[src/rtl/alu_wb_stage.sv]
// ALU writeback stage: a 2-entry FIFO of {result, CNVZ} pairs plus the architectural CNVZ status register.
// Optional sticky-overflow bit with sticky_clr/sticky_v ports when ALU_WB_STICKY_V_EN is defined.
module alu_wb_stage #(
  parameter int bus = 4
) (
  input  logic           clk,
  input  logic           rst,
  input  logic           in_valid,
  output logic           in_ready,
  input  logic [bus-1:0] in_s,
  input  logic [3:0]     in_cnvz,
  input  logic           in_setflags,
  output logic           out_valid,
  input  logic           out_ready,
  output logic [bus-1:0] out_s,
  output logic [3:0]     out_cnvz,
  output logic [3:0]     flags,
  output logic [1:0]     count
`ifdef ALU_WB_STICKY_V_EN
  ,
  input  logic           sticky_clr,
  output logic           sticky_v
`endif
);

  // Handshake: a transfer happens on a rising edge where valid & ready are both high;
  // in_ready depends only on the registered count, never on out_ready.
  localparam int EW = bus + 4;

  logic [EW-1:0] mem_q [2];
  logic [EW-1:0] mem_d [2];
  logic          wr_ptr_q, wr_ptr_d;
  logic          rd_ptr_q, rd_ptr_d;
  logic [1:0]    count_q, count_d;
  logic [3:0]    flags_q, flags_d;
  logic          push, pop;
  logic [EW-1:0] head;

  assign in_ready  = (count_q != 2'd2);
  assign out_valid = (count_q != 2'd0);
  assign push      = in_valid & in_ready;
  assign pop       = out_valid & out_ready;
  assign head      = mem_q[rd_ptr_q];
  assign out_s     = out_valid ? head[EW-1:4] : '0;
  assign out_cnvz  = out_valid ? head[3:0] : 4'd0;
  assign flags     = flags_q;
  assign count     = count_q;

  always_comb begin
    mem_d    = mem_q;
    wr_ptr_d = wr_ptr_q;
    rd_ptr_d = rd_ptr_q;
    count_d  = count_q;
    flags_d  = flags_q;
    if (push) begin
      mem_d[wr_ptr_q] = {in_s, in_cnvz};
      wr_ptr_d        = ~wr_ptr_q;
      if (in_setflags) flags_d = in_cnvz;
    end
    if (pop) rd_ptr_d = ~rd_ptr_q;
    case ({push, pop})
      2'b10:   count_d = count_q + 2'd1;
      2'b01:   count_d = count_q - 2'd1;
      default: count_d = count_q;
    endcase
  end

  always_ff @(posedge clk or posedge rst) begin
    if (rst) begin
      mem_q[0] <= '0;
      mem_q[1] <= '0;
      wr_ptr_q <= 1'b0;
      rd_ptr_q <= 1'b0;
      count_q  <= 2'd0;
      flags_q  <= 4'd0;
    end else begin
      mem_q[0] <= mem_d[0];
      mem_q[1] <= mem_d[1];
      wr_ptr_q <= wr_ptr_d;
      rd_ptr_q <= rd_ptr_d;
      count_q  <= count_d;
      flags_q  <= flags_d;
    end
  end

`ifdef ALU_WB_STICKY_V_EN
  logic sticky_q, sticky_d;

  // A setting push wins over a clear in the same cycle.
  always_comb begin
    sticky_d = sticky_q;
    if (sticky_clr) sticky_d = 1'b0;
    if (push && in_setflags && in_cnvz[1]) sticky_d = 1'b1;
  end

  always_ff @(posedge clk or posedge rst) begin
    if (rst) sticky_q <= 1'b0;
    else     sticky_q <= sticky_d;
  end

  assign sticky_v = sticky_q;
`endif

endmodule
[config.mk]
export PLATFORM = sky130hd
export DESIGN_NAME = alu_wb_stage
export DESIGN_NICKNAME = d
export VERILOG_FILES = /design/src/rtl/alu_wb_stage.sv
export SDC_FILE = /design/constraint.sdc
export NUM_CORES = 1
export LEC_CHECK = 0
export ABC_AREA = 0
export CAP_MARGIN = 20
export CORE_AREA = 2 2 51 53
export DETAILED_ROUTE_END_ITERATION = 10
export DIE_AREA = 0 0 53 55
export DONT_BUFFER_PORTS = 1
export PLACE_DENSITY = 0.71
export SLEW_MARGIN = 20
export SYNTH_ARGS = -nofsm -noshare
export SYNTH_HDL_FRONTEND = slang
export SYNTH_SLANG_ARGS = --single-unit
export TNS_END_PERCENT = 50
[constraint.sdc]
create_clock -name clk -period 2.25 [get_ports clk]
set_clock_uncertainty 0.15 [all_clocks]
set_input_delay 0.45 -clock clk [delete_from_list [all_inputs] [get_ports clk]]
set_output_delay 0.45 -clock clk [all_outputs]
set_load 0.05 [all_outputs]
==> qor.txt, run 1 <==
Status: completed
Vias in the first global route: 638
H-tree levels: 1
Initial antenna violation count: 0
CTS Hold Bufs: 1
RSZ-0062 raised after global routing: no
Initial cell density of the core: 48.0%
Ports: 29
WL/cell: 15.8 um
Routed Antenna Nets: 0
Max-slew headroom: 66.3%
Reg clk slew, reported paths: 0.13 ns
Diode count: 0
Fin crit period: 2.12 ns
Crit-path cells: mux2i_1 > nor2_1 > buf_4
CTS buffer count: 3
Layout cells sized above 1: 43.0%
Cell taking the most area after synthesis: dfrtp_1
Post-Syn Area: 1130 um^2
Max clock buf depth: 2
Port buffer count: 0
Max Fclk: 473 MHz
Largest net degree at the start of global routing: 25
Syn Inst Count: 79
# DRC: 0
GP Congestion: 0.665
TritonCTS clock tree: done
Most frequent cell after synthesis: dfrtp_1
CP Buf/Inv Count: 1
Cell family contributing the most delay on the critical path: flip-flops
Gr ovfl total: 0
Distinct cells, synth: 18
FP Rows: 18
Critical Path Source Type: register
Sequential cell area: 601 um^2
Fin crit share: 94.0%
Avg Vias per Cell: 4.99
Register area share after synthesis: 52.9%
Post-CTS Resized: 0
EDFF count, synth: 0
Worst Hold Class: in2reg
Net Count, Synth: 93
Post-CTS Setup Inserts: 0
Root Driver: clkbuf_4
Yosys reg bits: 24
Worst-margin pin slew: 0.505 ns
Clk sinks: 24
CORE AREA: 2360 um^2
Starting DRT DRC Count: 3
Area contributors post-synth: dfrtp_1 53%, mux2_4 16%, mux2_2 7.9%
1st-pass router iterations: 3
Max-Cap Viols: 0
Slew Viols, Final: 0
CP max-delay cell: dfrtp_1
Skew-Pair Late Insertion Delay: 0.31 ns
Synth top cells by count: 24 x dfrtp_1, 12 x mux2_4, 9 x nor2_1, 8 x mux2_2, 8 x mux2i_1
Critical path type: reg2out
Final setup viols: 0
WP data required: 1.65 ns
Max FO, Critical Path: 9
Synth top area share: 52.9%
Die height: 55 um
Area grow syn2layout: 12.9%
Critical path capture point type: output port
Post-synth top flop: dfrtp_1
Setup_tns: 0 ns
Layout net count: 108
Share of flip-flops with an asynchronous set or reset: 100%
Post-route cell area: 1280 um^2
Die area: 2920 um^2
All-layer global routing usage: 15.8%
Yosys warnings: 0
Routed WL: 1.95 mm
CP Data Arrival Time: 1.52 ns
Via count: 614
First-pass GRT wire length: 3.17 mm
Final Hold Vio Count: 0
Critical path's largest stage delay: 0.68 ns
Post-DP Area: 1230 um^2
Dpl hpwl: 1.40 mm
Average cell area after synthesis: 14.4 um^2
Die extent in x: 53 um
Multi-input logic area: 499 um^2
# fillers: 212
## cell families (layout without fill, tap and decap cells)
group | after synthesis | count (layout) | share of synthesized area [%]
buffers and inverters | 5 | 19 | 3.09
xor gates and xnor gates | 5 | 5 | 3.86
DFF | 24 | 24 | 52.9
and+or+nand+nor | 16 | 16 | 8.16
muxes | 28 | 28 | 30.9
adders and majority gates | 1 | 1 | 1.10
## worst paths after layout
| path | slack (ns) | depth (start not counted) | from | to |
|---|---|---|---|---|
| max | 0.13 | 3 | rd_ptr_q$_DFFE_PP0P_ | out_cnvz[3] |
| min reg2reg | 0.36 | 1 | wr_ptr_q$_DFFE_PP0N_ | wr_ptr_q$_DFFE_PP0N_ |
| max reg2reg | 0.45 | 5 | count[0]$_DFFE_PP0P_ | count[1]$_DFFE_PP0P_ |
| min in group asynchronous | 0.45 | 3 | rst | mem_q[11]$_DFFE_PP0P_ |
| min | 0.12 | 1 | in_cnvz[3] | flags[3]$_DFFE_PP0P_ |
| max in group asynchronous | 1.26 | 3 | rst | mem_q[5]$_DFFE_PP0P_ |
## metal layers
metal	wire length (um)	global-route usage, %	share of wire [%]	up-vias
met5	0	0	0	-
met3	77	3.49	4.0	4
met1	818	20.2	42	302
met2	1010	25.0	52	17
li1	-	-	-	291
met4	36	8.97	1.9	0
## cell usage in the layout (no fill, tap or decap)
master	count
clkbuf_4	3
dlygate4sd3_1	1
nand3b_2	1
nand2b_4	1
and3_4	1
dfrtp_1	24
mux2i_1	8
ha_1	1
nor2_1	9
nand2_1	1
inv_1	2
mux2_2	8
xor2_1	2
clkbuf_8	1
and3_1	1
nor2b_1	1
nor2_2	1
mux2_4	12
buf_4	12
xnor2_1	3
## through the flow
step | setup slack [ns] | instances | hold WS (ns) | utilization, %
floorplan | 0.0761 | 79 | 0.310 | -
global placement | 0.470 | 118 | 0.250 | 52.2
detailed placement | 0.442 | 118 | 0.251 | 52.2
CTS | 0.0983 | 123 | 0.113 | 54.2
global route | 0.0348 | 123 | 0.104 | 54.2
finish | 0.134 | 123 | 0.118 | 54.2
## registers in the layout, indices dropped and copies added, names as in the netlist
register / flops
count: 2
rd_ptr_q: 1
mem_q: 16
flags: 4
wr_ptr_q: 1
## cell type report
| type | instances | share of cell area (%) |
|---|---|---|
| timing repair buffer | 13 | 7.81 |
| inverter | 2 | 0.586 |
| sequential | 24 | 46.9 |
| tap | 30 | 2.93 |
| clock buffer | 4 | 2.83 |
| multi-input combinational | 50 | 39.0 |
## worst register-to-register path: stages, from the launching register on
cell,delay (ns)
dfrtp_1,0.41
nor2_2,0.39
nor2b_1,0.16
ha_1,0.35
nor2_1,0.14
xor2_1,0.14
Power of run 1 is not shown: default switching activity piles up to over one toggle a cycle in this logic, so the estimate is an artifact.
==> run 2, diff against run 1 <==
RECOVER_POWER = 100   (was unset)
==> qor.txt, run 2 (synthesis results as in run 1) <==
Initial antenna violation count: 0
CORE AREA: 2360 um^2
Area grow syn2layout: 6.17%
Initial cell density of the core: 48.0%
Avg Vias per Cell: 5.07
Most common cell after layout, fill and taps aside: dfrtp_1
Layout cells sized above 1: 26.9%
Critical Path Source Type: register
Top reg by flops: mem_q
Dpl hpwl: 1.40 mm
Critical path capture point type: output port
Die extent in x: 53 um
Die area: 2920 um^2
Max Fclk: 476 MHz
Slew Viols, Final: 0
First-pass GRT wire length: 3.17 mm
WP data required: 1.65 ns
Critical path type: reg2out
# fillers: 229
Die height: 55 um
FP Rows: 18
Starting DRT DRC Count: 4
WL/cell: 15.6 um
Largest register FFs: 16
Cell depth of the worst flop-to-flop path: 4
TritonCTS clock tree: done
Root Driver: clkbuf_4
Final Hold Vio Count: 0
Fin crit period: 2.10 ns
Sequential cell area: 601 um^2
Fin crit share: 93.4%
Max-Cap Viols: 0
Final setup viols: 0
Routed Antenna Nets: 0
Max-slew headroom: 18.0%
Max FO, Critical Path: 9
Worst slack, placed: 0.442 ns
Clk sinks: 24
Gr ovfl total: 0
# DRC: 0
Setup_tns: 0 ns
Multi-input logic area: 442 um^2
Routed WL: 1.92 mm
Worst-margin pin slew: 1.23 ns
Hold_ws: 0.110 ns
Port buffer count: 0
Worst Hold Class: in2reg
Layout net count: 108
Vias in the first global route: 638
H-tree levels: 1
CP Data Arrival Time: 1.50 ns
Reg clk slew, reported paths: 0.13 ns
Worst Setup Slack, final: 0.150 ns
Status: completed
Most frequent cells in the layout: 24 x dfrtp_1, 11 x mux2_1, 9 x nor2_1
Skew-Pair Late Insertion Delay: 0.31 ns
GP Congestion: 0.665
RSZ-0062 raised after global routing: no
Max clock buf depth: 2
Via count: 623
1st-pass router iterations: 4
All-layer global routing usage: 15.8%
Hold path depth: 1
Largest net degree at the start of global routing: 25
Ports: 29
CTS buffer count: 3
Diode count: 0
## run 2: metrics by stage
step / std cells / cell area (um^2) / utilization, %
after floorplan: 79 / 1130 / -
after global placement: 118 / 1230 / 52.2
after detailed placement: 118 / 1230 / 52.2
after CTS: 123 / 1280 / 54.2
after global routing: 123 / 1200 / 51.0
final: 123 / 1200 / 51.0
## run 2: repair_timing
item | CTS | global route
buffers inserted | 0 | 0
hold endpoints to repair | 24 | 0
resized for setup | 0 | 0
hold buffers | 1 | 0
## run 2: final timing paths
check / slack [ns] / from / end
setup / recovery: 0.15 / rd_ptr_q$_DFFE_PP0P_ / out_cnvz[3]
hold / removal: 0.11 / in_cnvz[2] / mem_q[2]$_DFFE_PP0P_
setup reg to reg: 0.34 / count[0]$_DFFE_PP0P_ / mem_q[3]$_DFFE_PP0P_
hold reg to reg: 0.35 / mem_q[4]$_DFFE_PP0P_ / mem_q[4]$_DFFE_PP0P_
max in group asynchronous: 0.41 / rst / mem_q[4]$_DFFE_PP0P_
min in group asynchronous: 0.81 / rst / mem_q[9]$_DFFE_PP0P_
## run 2: layout make-up
class                   count  share of cell area (%)
flip-flops and latches     24                    49.8
multi-input cells          50                    36.7
repair buffers             13                    6.75
well taps                  30                    3.12
clock buffers               4                    3.01
inverters                   2                   0.623
## run 2: layer usage
metal | up-vias | wire length (um) | GRT usage (%)
met5 | - | 0 | 0
met4 | 0 | 36 | 8.97
met3 | 4 | 78 | 3.49
met2 | 19 | 992 | 25.0
met1 | 309 | 812 | 20.2
li1 | 291 | - | -
## run 2: critical path, stage by stage, from the launching register on
cell and delay [ns]:
dfrtp_1 0.66, mux2i_1 0.26, nor2_1 0.06, buf_4 0.20
Power of run 2 is left out for the same reason.
